===== config.mk =====
export PLATFORM = sky130hd
export DESIGN_NAME = boa_muldiv_sched
export DESIGN_NICKNAME = d
export VERILOG_FILES = /design/src/rtl/boa_muldiv_sched.sv
export SDC_FILE = /design/constraint.sdc
export NUM_CORES = 1
export LEC_CHECK = 0
export CORE_ASPECT_RATIO = 0.6
export CORE_MARGIN = 1.5
export CORE_UTILIZATION = 40
export DETAILED_ROUTE_END_ITERATION = 16
export DONT_BUFFER_PORTS = 1
export PLACE_DENSITY_LB_ADDON = 0.2
export REMOVE_ABC_BUFFERS = 1
export SYNTH_ARGS = -nofsm -noshare
export SYNTH_HDL_FRONTEND = slang
export SYNTH_SLANG_ARGS = --single-unit

===== constraint.sdc =====
create_clock -name clk -period 8.99 [get_ports clk]
set_input_delay 1.798 -clock clk [delete_from_list [all_inputs] [get_ports clk]]
set_output_delay 1.798 -clock clk [all_outputs]
set_load 0.01 [all_outputs]

===== src/rtl/boa_muldiv_sched.sv =====
// boa_muldiv_sched: in-order issue/retire controller for the RV32M unit.
// Drives an external zero-latency multiplier and a pipelined divider; results leave through a credit-checked FIFO.
module boa_muldiv_sched #(
  parameter int DIV_LAT   = 4,
  parameter int OUT_DEPTH = 4,
  parameter int TAG_W     = 5
) (
  input  logic             clk,
  input  logic             rst_n,
  input  logic             flush,
  input  logic             req_valid,
  output logic             req_ready,
  input  logic [2:0]       req_op,
  input  logic [31:0]      req_lhs,
  input  logic [31:0]      req_rhs,
  input  logic [TAG_W-1:0] req_tag,
  output logic             resp_valid,
  input  logic             resp_ready,
  output logic [31:0]      resp_data,
  output logic [TAG_W-1:0] resp_tag,
  output logic             mul_u_lhs,
  output logic             mul_u_rhs,
  output logic [31:0]      mul_lhs,
  output logic [31:0]      mul_rhs,
  input  logic [63:0]      mul_res,
  output logic             div_u,
  output logic [31:0]      div_lhs,
  output logic [31:0]      div_rhs,
  input  logic [31:0]      div_q,
  input  logic [31:0]      div_r
);
  localparam int PTR_W = (OUT_DEPTH > 1) ? $clog2(OUT_DEPTH) : 1;
  localparam int CNT_W = $clog2(OUT_DEPTH + 1);
  localparam int IF_W  = $clog2(DIV_LAT + 1);
  localparam int SUM_W = $clog2(OUT_DEPTH + DIV_LAT + 1);
  localparam int LAST  = DIV_LAT - 1;

  logic [DIV_LAT-1:0] trk_valid_q, trk_valid_d;
  logic [DIV_LAT-1:0] trk_rem_q, trk_rem_d;
  logic [TAG_W-1:0]   trk_tag_q [DIV_LAT];
  logic [TAG_W-1:0]   trk_tag_d [DIV_LAT];

  logic [31:0]        fifo_data_q [OUT_DEPTH];
  logic [TAG_W-1:0]   fifo_tag_q  [OUT_DEPTH];
  logic [PTR_W-1:0]   wr_ptr_q, wr_ptr_d;
  logic [PTR_W-1:0]   rd_ptr_q, rd_ptr_d;
  logic [CNT_W-1:0]   fifo_count_q, fifo_count_d;

  logic [IF_W-1:0]    inflight;
  logic               is_mul, accept, push, pop;
  logic [31:0]        push_data;
  logic [TAG_W-1:0]   push_tag;

  assign mul_lhs   = req_lhs;
  assign mul_rhs   = req_rhs;
  assign div_lhs   = req_lhs;
  assign div_rhs   = req_rhs;
  assign mul_u_lhs = (req_op == 3'd3);
  assign mul_u_rhs = (req_op == 3'd2) || (req_op == 3'd3);
  assign div_u     = (req_op == 3'd5) || (req_op == 3'd7);

  // Output is forced to zero while empty so the reset view is clean without resetting storage.
  assign resp_valid = (fifo_count_q != '0);
  assign resp_data  = resp_valid ? fifo_data_q[rd_ptr_q] : '0;
  assign resp_tag   = resp_valid ? fifo_tag_q[rd_ptr_q] : '0;

  always_comb begin
    inflight = '0;
    for (int i = 0; i < DIV_LAT; i++) begin
      inflight = inflight + IF_W'(trk_valid_q[i]);
    end
    is_mul = !req_op[2];
    // Every accepted, unreturned op holds one credit; a same-edge pop is deliberately not counted.
    req_ready = !flush
             && ((SUM_W'(fifo_count_q) + SUM_W'(inflight)) < SUM_W'(OUT_DEPTH))
             && !(is_mul && (inflight != '0));
    accept = req_valid && req_ready;
  end

  always_comb begin
    trk_valid_d    = '0;
    trk_rem_d      = '0;
    trk_valid_d[0] = accept && !is_mul;
    trk_rem_d[0]   = req_op[1];
    trk_tag_d[0]   = req_tag;
    for (int i = 1; i < DIV_LAT; i++) begin
      trk_valid_d[i] = trk_valid_q[i-1];
      trk_rem_d[i]   = trk_rem_q[i-1];
      trk_tag_d[i]   = trk_tag_q[i-1];
    end
    if (flush) begin
      trk_valid_d = '0;
    end
  end

  always_comb begin
    // A retiring divide and an accepted multiply can never coincide: multiplies wait for an empty tracker.
    push      = !flush && (trk_valid_q[LAST] || (accept && is_mul));
    push_data = (req_op == 3'd0) ? mul_res[31:0] : mul_res[63:32];
    push_tag  = req_tag;
    if (trk_valid_q[LAST]) begin
      push_data = trk_rem_q[LAST] ? div_r : div_q;
      push_tag  = trk_tag_q[LAST];
    end
    pop          = resp_valid && resp_ready;
    wr_ptr_d     = wr_ptr_q;
    rd_ptr_d     = rd_ptr_q;
    fifo_count_d = fifo_count_q;
    if (push) begin
      wr_ptr_d = (wr_ptr_q == PTR_W'(OUT_DEPTH - 1)) ? '0 : wr_ptr_q + PTR_W'(1);
    end
    if (pop) begin
      rd_ptr_d = (rd_ptr_q == PTR_W'(OUT_DEPTH - 1)) ? '0 : rd_ptr_q + PTR_W'(1);
    end
    case ({push, pop})
      2'b10:   fifo_count_d = fifo_count_q + CNT_W'(1);
      2'b01:   fifo_count_d = fifo_count_q - CNT_W'(1);
      default: fifo_count_d = fifo_count_q;
    endcase
    if (flush) begin
      wr_ptr_d     = '0;
      rd_ptr_d     = '0;
      fifo_count_d = '0;
    end
  end

  always_ff @(posedge clk or negedge rst_n) begin
    if (!rst_n) begin
      trk_valid_q  <= '0;
      trk_rem_q    <= '0;
      wr_ptr_q     <= '0;
      rd_ptr_q     <= '0;
      fifo_count_q <= '0;
    end else begin
      trk_valid_q  <= trk_valid_d;
      trk_rem_q    <= trk_rem_d;
      wr_ptr_q     <= wr_ptr_d;
      rd_ptr_q     <= rd_ptr_d;
      fifo_count_q <= fifo_count_d;
    end
  end

  // Payload storage carries no reset; validity lives entirely in trk_valid_q and fifo_count_q.
  always_ff @(posedge clk) begin
    for (int i = 0; i < DIV_LAT; i++) begin
      trk_tag_q[i] <= trk_tag_d[i];
    end
    if (push) begin
      fifo_data_q[wr_ptr_q] <= push_data;
      fifo_tag_q[wr_ptr_q]  <= push_tag;
    end
  end
endmodule


; ---- Yosys cells after proc, flatten, opt, wreduce, memory -nomap -nowiden
; Memory sizes are Yosys's and may differ from the RTL's.
; Index checks and enable logic that the tools add are counted.
; W data, S select, Z words.
[word_totals]
ff_bits = 15
latch_bits = 0
mem_bits_rw = 168
rom_bits = 0
inputBits = 205
wordCells = 62
mem_count = 3
[op_classes]
addsub = 8
mul = 0
n_div = 0
order_cmp = 1
n_eq_ne = 8
shifts = 0
muxes = 17
bitwise = 0
n_reduce_logical = 20
[memory_table]
columns = name, depth, word_bits, read_ports, rd_ports_with_merged_regs, wr, line
row1 = fifo_data_q, 4, 32, 1, 0, 1, 43  ; logic [31:0] fifo_data_q [OUT_DEPTH];
row2 = fifo_tag_q, 4, 5, 1, 0, 1, 44  ; logic [TAG_W-1:0] fifo_tag_q [OUT_DEPTH];
row3 = trk_tag_q, 4, 5, 4, 0, 4, 40  ; logic [TAG_W-1:0] trk_tag_q [DIV_LAT];
[op_table]
columns = cell, count
row1 = $mux W32, 4
row2 = $mux W2, 6
row3 = $mux W5, 2
row4 = $reduce_bool A3 Y1, 3
row5 = $logic_and A1 B1 Y1, 8
row6 = $eq A2 B2 Y1 const B, 3
row7 = $eq A3 B2 Y1 const B, 2
row8 = $eq A3 B3 Y1 const B, 2
row9 = $pmux W3 S2, 1
row10 = $add A2 B1 Y2 const B, 2
row11 = $add A3 B3 Y4, 1
row12 = $lt A4 B3 Y1 const B, 1
row13 = $mux W4, 1
row14 = $reduce_bool A2 Y1, 2
row15 = $add A2 B1 Y3, 1
row16 = $add A3 B1 Y3, 1
row17 = $add A3 B1 Y3 const B, 1
row18 = $logic_not A1 Y1, 3
row19 = $logic_not A3 Y1, 1
row20 = $logic_or A1 B1 Y1, 3
row21 = $mux W3, 1
row22 = $sub A3 B1 Y3 const B, 1
row23 = $add A1 B1 Y2, 1
row24 = $eq A2 B1 Y1 const B, 1
row25 = $mux W1, 2

; ---- Depth between registers and ports, before layout
; Gate-level depths: netlist of the first run.
[depth]
word_depth = 14
depth_mapped = 14

; ---- Worst setup path before layout of the first run
; Ideal clock, no wire load.
[synth_timing]
path_type = register to output
from = register trk_valid_q[0]
to = output port req_ready
arrival_ns = 2.387
required_ns = 7.192
path_slack_ns = 4.805
path_stages_with_launch = 8
path_cell_list = dfrtp_1 > fa_1 > ha_1 > ha_1 > ha_1 > and3_1 > a2111oi_4 > and3_1
[synth_between]
elab_chain_cells = 7
elab_cells_between_ends = 10
cone_classes = 4 x add/sub / 1 x order compare / 5 x reduce/logical
[synth_lines]
columns = element, line
row1 = "start, declared", 38  ; logic [DIV_LAT-1:0] trk_valid_q, trk_valid_d;
row2 = "start signal, assigned", 135  ; trk_valid_q <= trk_valid_d;
row3 = $add A1 B1 Y2 *, 70  ; inflight = inflight + IF_W'(trk_valid_q[i]);
row4 = $add A2 B1 Y3 *, 70
row5 = $add A3 B1 Y3 *, 70
row6 = $add A3 B3 Y4 or $reduce_bool A3 Y1 (tied branches), "75, 76"
row7 = $lt A4 B3 Y1 or $logic_and A1 B1 Y1 (tied branches), "75, 76"
row8 = $logic_and A1 B1 Y1 or $logic_not A1 Y1 (tied branches), "75, 76"
row9 = $logic_and A1 B1 Y1 *, 76  ; && !(is_mul && (inflight != '0));
row10 = "end, declared", 12  ; output logic req_ready,
; Mark *: on every way between the ends. The rest lies on a longest branch, timed or not.

; ---- Worst setup path after layout of the first run
; Same ends and word-level chain as after synthesis.

==> out/results.ini, run 1 <==
[drt]
drc = 0
wl_mm = 26.4
firstDrtPassIters = 4
vias = 4469
first_iter_violations = 269
avgRoutedWirePerCell_um = 34.3
avgViaCountPerCell = 5.82
ant_nets = 0

[yosys]
synth.distinct_cells = 35
synth_seq_cells = 183
synth_seq_area_share_pct = 59.0
netlist_area_um2 = 8850
syn_inst = 612
synthesis.yosys.warnings = 0
synth_area_per_cell_um2 = 14.5

[sta]
maxSlewViolCount = 0
slew_headroom_pct = 24.9
finClkSkew_ns = 0.00969
hold_viol = 0
worstMarginPinSlew_ns = 1.13
rsz0062_at_grt = no
finalCritPeriodShare_pct = 52.5
finalSetupTns_ns = 0
fmax_ghz = 0.212
timing.final.crit_period_ns = 4.72
final-setup-viol-count = 0

[clock_tree]
cts_tree = done
clock_latency_ns = 0.43
numCtsBuffers = 17
cts.sinks = 183
clk_pin_slew_ns = 0.07
cts_root_buf = clkbuf_16
post-cts-setup-buffers = 0
ctsHtreeMaxLevel = 4
cts_resized = 0
holdBufCountCts = 0
clockBufferDepth = 2

[setup_path]
cp-startpoint = trk_valid_q[0]
path_depth = 7
cp_slowest_cell = fa_1
critPathCapture = req_ready
crit_family = adder cells
r2r_slack_ns = 4.96
rr_endpoint = fifo_data_q[1][8]
crit_path_end_kind = output port
critPathKind = reg -> out
r2r-start = trk_valid_q[0]
path_cells = fa_1 -> ha_1 -> ha_1 -> ha_1 -> and3_1 -> a2111oi_4 -> and3_1
path_buf_inv = 0
cpMostUsedCell = ha_1
cp_slowest_stage_delay_ns = 0.50
reg2reg_depth = 9
start_kind = flop
worstPathRequired_ns = 7.19
cp_data_arrival_time_ns = 2.92
cp_max_fo = 2

[layout]
syn2layout_area_growth_pct = -1.55
multi_input_area_um2 = 2540
antennaDiodeCount = 0
layout-drive-gt1-share_pct = 18.6
finish.net_count = 691
design_area_um2 = 8720
seqCellArea_um2 = 5230
fillers = 1922

[global_route]
grtUsageTotal_pct = 23.1
grt_pass1_vias = 4488
grt_max_degree = 71
grt_pass1_wl_mm = 35.8
antenna_found_initial = 0
overflow = 0

[floorplanning]
die_area_um2 = 23100
initial_core_util_pct = 41.5
floorplan.die.width_um = 195
io-pin-count = 375
core_area_um2 = 21300
rows = 41
fp.dieH_um = 118

[flow_run]
cap_violations = 0

[hold_path]
hp-class = reg -> reg
hold_depth = 0

[pwr]
powerDensity_nw_per_um2 = 245
ir_worst_vdd_uv = 146
total_power_mw = 2.13
leakagePower_nw = 2.90

[place]
dpl_cell_area_um2 = 8160
portBuffers = 0
post-dp-hpwl_mm = 18.0
place_congestion = 0.740

[status]
status = finished clean

==> final cells by class <==
| type | count | share of cell area [%] |
|---|---|---|
| inverter | 3 | 0.129 |
| sequential | 183 | 59.9 |
| tap | 279 | 4.00 |
| clock buffer | 17 | 4.88 |
| timing repair buffer | 4 | 0.344 |
| clock inverter | 15 | 1.52 |
| multi-input combinational | 267 | 29.2 |
==> where the power goes <==
group | internal (mW) | switching [mW]
combinational | 0.184 | 0.272
sequential | 0.940 | 0.0277
clock | 0.367 | 0.344
==> per-stage QoR <==
step / utilization (%) / hold WS (ns) / setup slack (ns) / std cells
global route: 40.8 / 0.338 / 4.12 / 768
floorplan: - / 0.310 / 3.63 / 453
finish: 40.8 / 0.329 / 4.27 / 768
CTS: 40.8 / 0.329 / 4.25 / 768
detailed placement: 38.2 / 0.312 / 4.72 / 736
global placement: 38.2 / 0.311 / 4.73 / 736
==> worst register-to-register path, delay by kind of cell, from the launching register on <==
kind	cells	cell delay [ns]
adders and majority gates	4	1.28
AOI/OAI and AO/OA	2	0.60
DFF	1	0.39
and+or+nand+nor	3	1.36
==> synth_stat cells <==
cell type / n / area [um2]
buf_4: 129 / 968
nor2_1: 12 / 45.0
fa_1: 2 / 40.0
nor3_1: 1 / 5.00
buf_1: 1 / 3.75
and2_1: 43 / 269
nand3_1: 1 / 5.00
xnor2_1: 2 / 17.5
xor2_2: 1 / 16.3
mux4_2: 37 / 833
clkbuf_1: 21 / 78.8
o211ai_1: 1 / 7.51
o21ai_0: 1 / 5.00
mux2_2: 5 / 56.3
nor3_2: 1 / 10.0
a21o_1: 2 / 15.0
dfxtp_1: 20 / 400
inv_1: 2 / 7.51
buf_2: 8 / 40.0
mux2i_1: 34 / 340
and3_1: 2 / 12.5
ha_1: 8 / 100
a2111oi_4: 1 / 27.5
nor3b_1: 1 / 7.51
nor2b_1: 37 / 231
inv_2: 1 / 3.75
edfxtp_1: 148 / 4440
nand2_1: 4 / 15.0
dfrtp_1: 15 / 375
a211oi_1: 32 / 240
xor2_1: 2 / 17.5
and4b_1: 1 / 10.0
o31ai_1: 1 / 7.51
a21oi_1: 34 / 170
a41oi_4: 1 / 27.5
==> logic make-up after synthesis <==
group | share of synthesized area, %
flops | 59.0
buf+inv | 12.4
simple gates | 6.90
mux | 13.9
compound gates | 5.65
fa+ha+maj | 1.58
xor+xnor | 0.579
==> layout by cell type (no fill, tap or decap), types with 2 or more instances in the layout <==
master     count
edfxtp_1     148
and2_1        39
nor2b_1       37
mux4_2        37
mux2i_1       34
a21oi_1       34
a211oi_1      32
dfxtp_1       20
clkbuf_16     17
nor2_1        12
dfrtp_1       11
ha_1           8
inv_6          6
mux2_2         5
nand2_1        4
and2_2         4
inv_8          4
buf_4          4
dfrtp_2        4
inv_1          2
a21o_1         2
and3_1         2
xnor2_1        2
xor2_1         2
fa_1           2
clkinv_4       2
clkinv_2       2
==> metal layers <==
metal | global-route usage (%) | share of wire (%)
met5 | 15.9 | 1.6
met4 | 4.12 | 0.79
met3 | 21.3 | 19
met2 | 26.9 | 35
met1 | 29.1 | 44
==> flip-flops by register name, summed over array words and instances (netlist names) <==
signal and flops:
fifo_data_q 128, fifo_tag_q 20, trk_tag_q 20, trk_rem_q 4
trk_valid_q 4, fifo_count_q 3, rd_ptr_q 2, wr_ptr_q 2
==> worst min-delay path by stage <==
stage / start / endpoint / slack, ns
detailed placement: trk_tag_q[1][3] / trk_tag_q[2][3] / 0.31
global placement: trk_tag_q[2][2] / trk_tag_q[3][2] / 0.31
finish: trk_tag_q[1][3] / trk_tag_q[2][3] / 0.33
floorplan: trk_tag_q[0][0] / trk_tag_q[1][0] / 0.31
global route: trk_tag_q[1][3] / trk_tag_q[2][3] / 0.34
CTS: trk_tag_q[1][3] / trk_tag_q[2][3] / 0.33
No activity file was read; power rests on OpenSTA's default activity.
==> inputs of run 2 (changes only) <==
==> constraint.sdc (replaced) <==
create_clock -name clk -period 4.5 [get_ports clk]
set_input_delay 0.9 -clock clk [delete_from_list [all_inputs] [get_ports clk]]
set_output_delay 0.9 -clock clk [all_outputs]
set_load 0.01 [all_outputs]
==> run 2 against run 1 <==
  * Total power up 100%
  * Final cell count up 0.65%
  * First-iteration DRC count up 23%
  * Sequential cell count unchanged
  * Critical endpoint is now fifo_count_q[2]
==> out/results.ini, run 2 (synthesis gave the netlist of run 1 again) <==
[floorplanning]
initial_core_util_pct = 41.5  ; unchanged
rows = 41  ; unchanged
core_area_um2 = 21300  ; unchanged
floorplan.die.width_um = 195  ; unchanged
die_area_um2 = 23100  ; unchanged
io-pin-count = 375  ; unchanged
fp.dieH_um = 118  ; unchanged

[clock_tree]
post-cts-setup-buffers = 0  ; unchanged
holdBufCountCts = 0  ; unchanged
clockBufferDepth = 2  ; unchanged
ctsHtreeMaxLevel = 4  ; unchanged
clk_pin_slew_ns = 0.07  ; about the same
cts_resized = 0  ; unchanged
cts_tree = done
numCtsBuffers = 17  ; unchanged
clock_latency_ns = 0.43  ; about the same
cts_root_buf = clkbuf_16
cts.sinks = 183  ; unchanged

[global_route]
overflow = 0  ; unchanged
grt_max_degree = 71  ; unchanged
antenna_found_initial = 0  ; unchanged
grt_pass1_wl_mm = 36.9  ; +2.9%
grt_pass1_vias = 4593  ; +2.3%
grtUsageTotal_pct = 23.8  ; +0.70 points

[layout]
multi_input_area_um2 = 2540  ; unchanged
reg.largest.list = fifo_data_q x128, fifo_tag_q x20, trk_tag_q x20
syn2layout_area_growth_pct = -0.367
antennaDiodeCount = 0  ; unchanged
layout-drive-gt1-share_pct = 18.6  ; about the same
seqCellArea_um2 = 5230  ; unchanged
finish.net_count = 696  ; +0.72%
fillers = 1938  ; +0.83%
largest_register_ffs = 128  ; unchanged
layout_common_cells = edfxtp_1 (148), and2_1 (39), nor2b_1 (37), mux4_2 (37)
final-instance-count-excl-fill = 773  ; +0.65%
postLayoutCoreUtil_pct = 41.3  ; +0.49 points
layout_commonest_cell = edfxtp_1
regMostFlops = fifo_data_q

[sta]
worstMarginPinSlew_ns = 1.14  ; +0.0181 ns
hold_viol = 0  ; unchanged
setup_ws_ns = 0.523  ; -3.75 ns
finalSetupTns_ns = 0  ; unchanged
slew_headroom_pct = 23.7  ; -1.2 points
fmax_ghz = 0.251
timing.final.crit_period_ns = 3.98
finalCritPeriodShare_pct = 88.4
finClkSkew_ns = 0.00685  ; -0.00284 ns
maxSlewViolCount = 0  ; unchanged
rsz0062_at_grt = no
holdWs_ns = 0.159  ; -0.171 ns
final-setup-viol-count = 0  ; unchanged

[pwr]
ir_worst_vdd_uv = 256  ; +75%
powerDensity_nw_per_um2 = 486  ; +98%
leakagePower_nw = 2.93  ; +0.97%

[drt]
wl_mm = 26.7  ; +1.3%
vias = 4540  ; +1.6%
ant_nets = 0  ; unchanged
drc = 0  ; unchanged
avgViaCountPerCell = 5.87  ; +0.93%
avgRoutedWirePerCell_um = 34.5  ; +0.65%
first_iter_violations = 332  ; +23%
firstDrtPassIters = 5  ; +1

[place]
dp_cells = 741  ; +0.68%
post-dp-hpwl_mm = 19.1  ; +6.3%
portBuffers = 0  ; unchanged
place_congestion = 0.721  ; -2.6%
place_ws_ns = 0.564  ; -4.16 ns

[flow_run]
cap_violations = 0  ; unchanged

[status]
status = finished clean

[setup_path]
start_kind = flop
cp_max_fo = 7  ; +5
critPathKind = reg -> reg
crit_path_end_kind = flop
worstPathRequired_ns = 4.81  ; -2.38 ns
cp_data_arrival_time_ns = 4.29  ; +1.37 ns

[hold_path]
hp-class = in -> async

==> run 2: cell types whose count changed in the layout (fill, tap and decap cells not counted) <==
| cell | previous run | this run |
|---|---|---|
| clkinv_4 | 2 | 1 |
| clkinv_1 | 0 | 2 |
| clkinvlp_4 | 1 | 4 |
| buf_12 | 0 | 5 |
| clkinv_2 | 2 | 3 |
| inv_8 | 4 | 0 |
| clkbuf_1 | 0 | 2 |
| inv_6 | 6 | 1 |
| bufinv_16 | 0 | 2 |
==> run 2: path summary, 6_finish.rpt <==
check                                start         endpoint  slack, ns  cells past startpoint
setup / recovery            trk_valid_q[0]  fifo_count_q[2]       0.52                     13
hold / removal                       rst_n      wr_ptr_q[1]       0.16                      0
setup reg to reg            trk_valid_q[0]  fifo_count_q[2]       0.52                     13
hold reg to reg            trk_tag_q[1][3]  trk_tag_q[2][3]       0.33                      0
max in group asynchronous            rst_n      rd_ptr_q[1]       4.26                      0
min in group clk           trk_tag_q[1][3]  trk_tag_q[2][3]       0.33                      0
==> run 2: metrics by stage <==
stage,total power [mW],instance area [um2]
final,4.28,8820
after global routing,4.48,8820
after CTS,4.34,8820
after detailed placement,2.92,8260
after global placement,2.90,8260
after floorplan,2.64,7760
==> run 2: worst max-delay path: stages (launching register included) <==
cell and delay (ns):
dfrtp_1 0.40, fa_1 0.51, ha_1 0.20, ha_1 0.31, ha_1 0.27, and3_1 0.19
a2111oi_4 0.35, a41oi_4 0.26, nor2_1 0.31, nor2_1 0.11, fa_1 0.44, nor3b_1 0.17
o31ai_1 0.24, a21oi_1 0.09
==> run 2: area by class of cell <==
type,count,area share [%]
timing repair buffer,9,1.47
multi-input combinational,267,28.8
tap,279,3.96
inverter,3,0.128
clock inverter,13,1.47
clock buffer,19,4.91
sequential,183,59.2
==> run 2: routing by layer <==
| layer | share of wire [%] | wire, um | global-route usage, % | up-vias |
|---|---|---|---|---|
| li1 | - | - | - | 1855 |
| met1 | 46 | 12200 | 32.3 | 2247 |
| met2 | 34 | 9160 | 26.1 | 393 |
| met3 | 18 | 4770 | 20.3 | 35 |
| met4 | 0.97 | 260 | 5.38 | 10 |
| met5 | 1.2 | 330 | 12.6 | - |
==> run 2: power breakdown <==
group,switching [mW],internal (mW),leakage (nW)
clock,0.616,0.812,0.264
combinational,0.501,0.383,0.973
sequential,0.0942,1.88,1.69
